[src/rtl/alu_md_seq.sv]
// EX-stage integer unit: single-cycle RV base ALU plus iterative radix-2 M-extension
// multiply/divide, behind a valid/ready handshake that stalls the pipe while busy.
module alu_md_seq #(
  parameter int XLEN      = 32,
  parameter bit EARLY_OUT = 1'b1
) (
  input  logic            clk,
  input  logic            rst,
  input  logic            flush,
  input  logic            in_valid,
  output logic            in_ready,
  input  logic            md_en,
  input  logic [3:0]      funct,
  input  logic [XLEN-1:0] src1,
  input  logic [XLEN-1:0] src2,
  input  logic [4:0]      rd_addr_i,
  output logic            out_valid,
  input  logic            out_ready,
  output logic [XLEN-1:0] result,
  output logic [4:0]      rd_addr_o,
  output logic            busy
);
  localparam int SW = $clog2(XLEN);
  localparam logic [1:0] S_IDLE = 2'd0, S_MUL = 2'd1, S_DIV = 2'd2, S_DONE = 2'd3;

  typedef struct packed {
    logic [2:0] f3;
    logic [4:0] rd;
    logic       neg;   // negate the magnitude result at completion
    logic       spec;  // divide special case, answer already in spec_res
  } op_t;

  logic [1:0]        state;
  logic [SW-1:0]     cnt;
  op_t               op;
  logic [2*XLEN-1:0] pr;   // product, or {remainder, quotient}
  logic [XLEN-1:0]   opb;  // multiplicand or divisor magnitude
  logic [XLEN-1:0]   spec_res;

  logic accept, last;
  assign in_ready  = !flush && (state == S_IDLE || (state == S_DONE && out_ready));
  assign accept    = in_valid && in_ready;
  assign out_valid = state == S_DONE;
  assign busy      = state == S_MUL || state == S_DIV;
  assign last      = cnt == SW'(XLEN-1);

  // operand decode on the accepting cycle
  logic [2:0]      f3;
  logic [SW-1:0]   shamt;
  logic            s1_sgn, s2_sgn, s1_neg, s2_neg, div0, ovf;
  logic [XLEN-1:0] a_mag, b_mag, alu_res, sra_res, spec_val;

  assign f3    = funct[2:0];
  assign shamt = src2[SW-1:0];

  always_comb begin
    if (f3[2]) begin
      s1_sgn = !f3[0];
      s2_sgn = !f3[0];
    end else begin
      s1_sgn = f3 == 3'b001 || f3 == 3'b010;
      s2_sgn = f3 == 3'b001;
    end
  end

  assign s1_neg   = s1_sgn && src1[XLEN-1];
  assign s2_neg   = s2_sgn && src2[XLEN-1];
  assign a_mag    = s1_neg ? -src1 : src1;
  assign b_mag    = s2_neg ? -src2 : src2;
  assign div0     = src2 == '0;
  assign ovf      = !f3[0] && src1 == {1'b1, {(XLEN-1){1'b0}}} && src2 == '1;
  assign spec_val = div0 ? (f3[1] ? src1 : '1) : (f3[1] ? '0 : src1);
  // kept separate so the shift stays signed regardless of the mux around it
  assign sra_res  = $signed(src1) >>> shamt;

  always_comb begin
    unique case (f3)
      3'b000:  alu_res = funct[3] ? src1 - src2 : src1 + src2;
      3'b001:  alu_res = src1 << shamt;
      3'b010:  alu_res = {{(XLEN-1){1'b0}}, $signed(src1) < $signed(src2)};
      3'b011:  alu_res = {{(XLEN-1){1'b0}}, src1 < src2};
      3'b100:  alu_res = src1 ^ src2;
      3'b101:  alu_res = funct[3] ? sra_res : src1 >> shamt;
      3'b110:  alu_res = src1 | src2;
      default: alu_res = src1 & src2;
    endcase
  end

  // one shift-add or restoring-subtract step per cycle
  logic [XLEN:0]     mul_sum, div_sh, div_try;
  logic [2*XLEN-1:0] mul_nxt, div_nxt, mul_fix;
  logic [XLEN-1:0]   quo, rem, mul_out, div_out;

  assign mul_sum = {1'b0, pr[2*XLEN-1:XLEN]} + (pr[0] ? {1'b0, opb} : '0);
  assign mul_nxt = {mul_sum, pr[XLEN-1:1]};
  assign div_sh  = {pr[2*XLEN-1:XLEN], pr[XLEN-1]};
  assign div_try = div_sh - {1'b0, opb};
  assign div_nxt = div_try[XLEN] ? {div_sh[XLEN-1:0], pr[XLEN-2:0], 1'b0}
                                 : {div_try[XLEN-1:0], pr[XLEN-2:0], 1'b1};
  assign mul_fix = op.neg ? -mul_nxt : mul_nxt;
  assign mul_out = op.f3 == 3'b000 ? mul_fix[XLEN-1:0] : mul_fix[2*XLEN-1:XLEN];
  assign quo     = div_nxt[XLEN-1:0];
  assign rem     = div_nxt[2*XLEN-1:XLEN];

  always_comb begin
    if (op.spec)       div_out = spec_res;
    else if (op.f3[1]) div_out = op.neg ? -rem : rem;
    else               div_out = op.neg ? -quo : quo;
  end

  always_ff @(posedge clk) begin
    if (rst) begin
      state     <= S_IDLE;
      cnt       <= '0;
      result    <= '0;
      rd_addr_o <= '0;
    end else if (flush) begin
      state <= S_IDLE;
    end else if (accept) begin
      op.f3    <= f3;
      op.rd    <= rd_addr_i;
      op.neg   <= (f3[2] && f3[1]) ? s1_neg : (s1_neg ^ s2_neg);
      op.spec  <= div0 || ovf;
      spec_res <= spec_val;
      cnt      <= '0;
      if (!md_en) begin
        state     <= S_DONE;
        result    <= alu_res;
        rd_addr_o <= rd_addr_i;
      end else if (!f3[2]) begin
        state <= S_MUL;
        pr    <= {{XLEN{1'b0}}, b_mag};
        opb   <= a_mag;
      end else if (EARLY_OUT && (div0 || ovf)) begin
        state     <= S_DONE;
        result    <= spec_val;
        rd_addr_o <= rd_addr_i;
      end else begin
        state <= S_DIV;
        pr    <= {{XLEN{1'b0}}, a_mag};
        opb   <= b_mag;
      end
    end else begin
      unique case (state)
        S_MUL: begin
          pr  <= mul_nxt;
          cnt <= cnt + 1'b1;
          if (last) begin
            state     <= S_DONE;
            result    <= mul_out;
            rd_addr_o <= op.rd;
          end
        end
        S_DIV: begin
          pr  <= div_nxt;
          cnt <= cnt + 1'b1;
          if (last) begin
            state     <= S_DONE;
            result    <= div_out;
            rd_addr_o <= op.rd;
          end
        end
        S_DONE:  if (out_ready) state <= S_IDLE;
        default: ;
      endcase
    end
  end
endmodule

[config.mk]
export PLATFORM = sky130hd
export DESIGN_NAME = alu_md_seq
export DESIGN_NICKNAME = d
export VERILOG_FILES = /design/src/rtl/alu_md_seq.sv
export SDC_FILE = /design/constraint.sdc
export NUM_CORES = 1
export LEC_CHECK = 0
export ABC_AREA = 1
export CAP_MARGIN = 25
export CORE_ASPECT_RATIO = 1.25
export CORE_MARGIN = 4
export CORE_UTILIZATION = 30
export DETAILED_ROUTE_END_ITERATION = 6
export MAX_ROUTING_LAYER = met4
export PLACE_DENSITY = 0.48
export SLEW_MARGIN = 25
export SYNTH_ARGS = -nofsm -noshare
export SYNTH_HDL_FRONTEND = slang
export SYNTH_SLANG_ARGS = --single-unit
export TNS_END_PERCENT = 20
[constraint.sdc]
create_clock -name clk -period 9.1 [get_ports clk]
set_input_delay 1.82 -clock clk [delete_from_list [all_inputs] [get_ports clk]]
set_output_delay 1.82 -clock clk [all_outputs]
set_load 0.01 [all_outputs]
==> results_dict.tcl <==
set metrics [dict create \
    status "complete, but fails checks" \
    failed_checks "design-rule violations" \
    root_buffer "clkbuf_16" \
    syn_to_final_growth_pct 11.1 \
    grt_pass1_vias 33920 \
    yosys_warnings 0 \
    cts_buffer_depth 2 \
    min_period_over_period_pct 66.8 \
    synth-edff-count 138 \
    ir_drop_v 0.0000807 \
    drtIter0Drc 3226 \
    dp_cells 6270 \
    layout_commonest_cell "nand2_1" \
    die_h_um 354 \
    hold_path_class "reg -> reg" \
    synthArstFlopShare_pct 0 \
    critPathTopFamily "buffers and inverters" \
    synth_cell_types 69 \
    clock-sinks 182 \
    final_cell_mix "1447 x nand2_1, 639 x inv_1, 474 x nor2_1" \
    htreeDepth 4 \
    postRouteAntennaNets 0 \
    register_area_um2 5020 \
    crit_path_max_incr_delay_ns 0.81 \
    synth_adder_area_share_pct 7.85 \
    syn_avg_cell_area_um2 5.74 \
    dpl-instance-area_um2 31300 \
    antenna_found_initial 3 \
    finalMaxSlewViolations 0 \
    synth-compound-area-share_pct 21.5 \
    setup_viol 0 \
    endpoint_kind "flop" \
    core.rowCount 126 \
    postRouteWirelength_um 177000 \
    synth_area_um2 28800 \
    cp.required_ns 9.49 \
    crit_type "in -> reg" \
    first_pass_iters 7 \
    place_hpwl_um 147000 \
    fin_setup_tns_ns 0 \
    cts_buffers 17 \
    p_per_area_nw_per_um2 107 \
    globalplace.congestion 1.06 \
    crit_top_cell "nand2_1" \
    drc 3 \
    netlist_instances 5010 \
    start_util_pct 30.4 \
    synth_top_family_by_area "simple AND/OR/NAND/NOR gates" \
    worst_slew_pin_slew_ns 1.10 \
    cts_setup_buffers 0 \
    fin_nets 5266 \
    via_per_inst 5.54 \
    wl_per_cell_um 28.1 \
    cts_tree "done" \
    fin_area_um2 32000 \
    ys_seq_area_share_pct 17.5 \
    stdcell_count 6303 \
    worst-path-max-fanout 8 \
    num_vias 34914 \
    arrival_ns 6.47 \
    yosys_most_used_dff "edfxtp_1" \
    yosys.area_share.simple_pct 38.1 \
    ctsResizeCount 0 \
    start_kind "primary input" \
    slew-limit-headroom_pct 25.8 \
    drive_gt1_share_pct 5.58 \
    num-fill-cells 10916 \
    crit_slowest_cell "clkdlybuf4s50_1" \
    grt_max_degree 78 \
    synth-seq-cells 182 \
    clk_latency_ns 0.49 \
    min_period_ns 6.08 \
    max_cap_viol_count 0 \
    synth_fp_nets 5267 \
    power_leakage_nw 14.8 \
    clkSlewWorstSetupHoldPaths_ns 0.09 \
    ctsHoldBuffers 0 \
    dieWidth_um 285 \
    rsz0062_at_grt "false" \
    crit_buf_inv 5 \
    die_area_um2 101000 \
    pin_count 119 \
    synth-xor-area-share_pct 2.71 \
    multi_input_comb_area_um2 20400 \
    skew_ns 0.0186 \
    grt_overflow 0 \
    final_hold_viol_count 0 \
    grt_usage_pct 34.6 \
    fin_util_pct 33.7 \
    coreArea_um2 94700 \
    synthMuxAreaShare_pct 0.487 \
    max_freq_mhz 164 \
    grt_first_pass_wirelength_um 246000 \
    portBuffers 118 \
    worstPathCellList "clkdlybuf4s50_1 -> inv_1 -> ha_1 -> inv_1 -> nand3_1 -> nand2_1 -> nand2_1 -> nand3_1 -> nand2_1 -> nand2_1 -> nand2_1 -> nand2_1 -> inv_1 -> o21ai_0 -> nand3_1 -> nand2_1 -> nand2_1 -> o211ai_1 -> o211ai_1 -> o21ai_0 -> a21oi_1 -> o21bai_1 -> inv_1" \
]
-- synth_stat cells (12+ instances only) --
library cell / count / share of area (%)
o211ai_1: 55 / 1.4
nor4_1: 36 / 0.78
clkbuf_1: 170 / 2.2
nand2_2: 42 / 0.91
o21a_1: 26 / 0.68
nand3b_1: 12 / 0.31
a21oi_1: 341 / 5.9
nand3_1: 337 / 5.9
nand2_1: 1449 / 19
nand4_1: 66 / 1.4
o2111ai_1: 16 / 0.49
inv_2: 13 / 0.17
nor3_1: 59 / 1.0
edfxtp_1: 138 / 14
a31oi_1: 31 / 0.67
o21ai_1: 12 / 0.21
o21ai_0: 442 / 7.7
o22ai_1: 55 / 1.2
buf_2: 17 / 0.30
xor2_1: 78 / 2.4
inv_1: 641 / 8.4
dfxtp_1: 44 / 3.1
o221ai_1: 33 / 1.0
mux2i_1: 14 / 0.49
nor2_1: 478 / 6.2
ha_1: 174 / 7.6
nor2_2: 19 / 0.41
nand2_4: 12 / 0.47
o21bai_1: 15 / 0.39
buf_1: 30 / 0.39
or2_2: 31 / 0.67
-- worst paths after layout --
path            from    endpoint  slack, ns  cells past startpoint
min reg2reg   cnt[4]      cnt[4]       0.47                      2
max          src1[3]   result[0]       3.02                     23
max reg2reg   pr[31]  result[26]       3.56                     28
min           cnt[4]      cnt[4]       0.47                      2
-- sequential cells by signal (all words and copies together), names as in the netlist --
| name | flops |
|---|---|
| result | 32 |
| pr | 64 |
| cnt | 5 |
| spec_res | 32 |
| rd_addr_o | 5 |
| op | 10 |
| opb | 32 |
| state | 2 |
-- power by group --
part,leakage (nW),switching [mW],internal [mW]
Combinational,12.9,1.17,0.427
Clock,0.309,0.468,0.387
Sequential,1.62,0.0315,0.937
Total,14.8,1.67,1.75
-- worst reg2reg max path: cells and delay by family, from the launching register on --
kind                       cells  cell delay, ns
adders and majority gates      3            0.90
DFF                            1            0.36
AOI/OAI and AO/OA              2            0.19
and+or+nand+nor               20            3.29
buffers and inverters          3            0.70
-- cell type report --
| type | count | share of cell area, % |
|---|---|---|
| multi-input combinational | 3940 | 63.8 |
| sequential | 182 | 15.7 |
| inverter | 664 | 7.80 |
| timing repair buffer | 204 | 5.64 |
| tap | 1280 | 5.01 |
| clock buffer | 17 | 1.33 |
| clock inverter | 15 | 0.681 |
| antenna | 1 | 0.00783 |
-- metal layers --
layer | vias up | GRT usage, % | wire length (um)
met2 | 1383 | 59.7 | 85900
li1 | 16570 | - | -
met1 | 16513 | 37.7 | 67400
met3 | 448 | 1.89 | 6890
met5 | - | - | 0
met4 | 0 | 26.1 | 16900
-- stage by stage --
stage / setup WS (ns) / power [mW] / hold slack (ns)
floorplan: 0.575 / 1.89 / 0.445
global placement: 2.51 / 2.55 / 0.457
detailed placement: 2.60 / 2.54 / 0.460
CTS: 3.10 / 3.39 / 0.474
global route: 2.80 / 3.57 / 0.491
finish: 3.02 / 3.42 / 0.473
-- cells by family after synthesis --
group                      count (synthesis)
adders and majority gates                178
and+or+nand+nor                         2571
buffers and inverters                    888
muxes                                     14
AOI/OAI and AO/OA                       1088
xor gates and xnor gates                  89
DFF                                      182
Note: power is estimated with default switching activity, not from simulation.
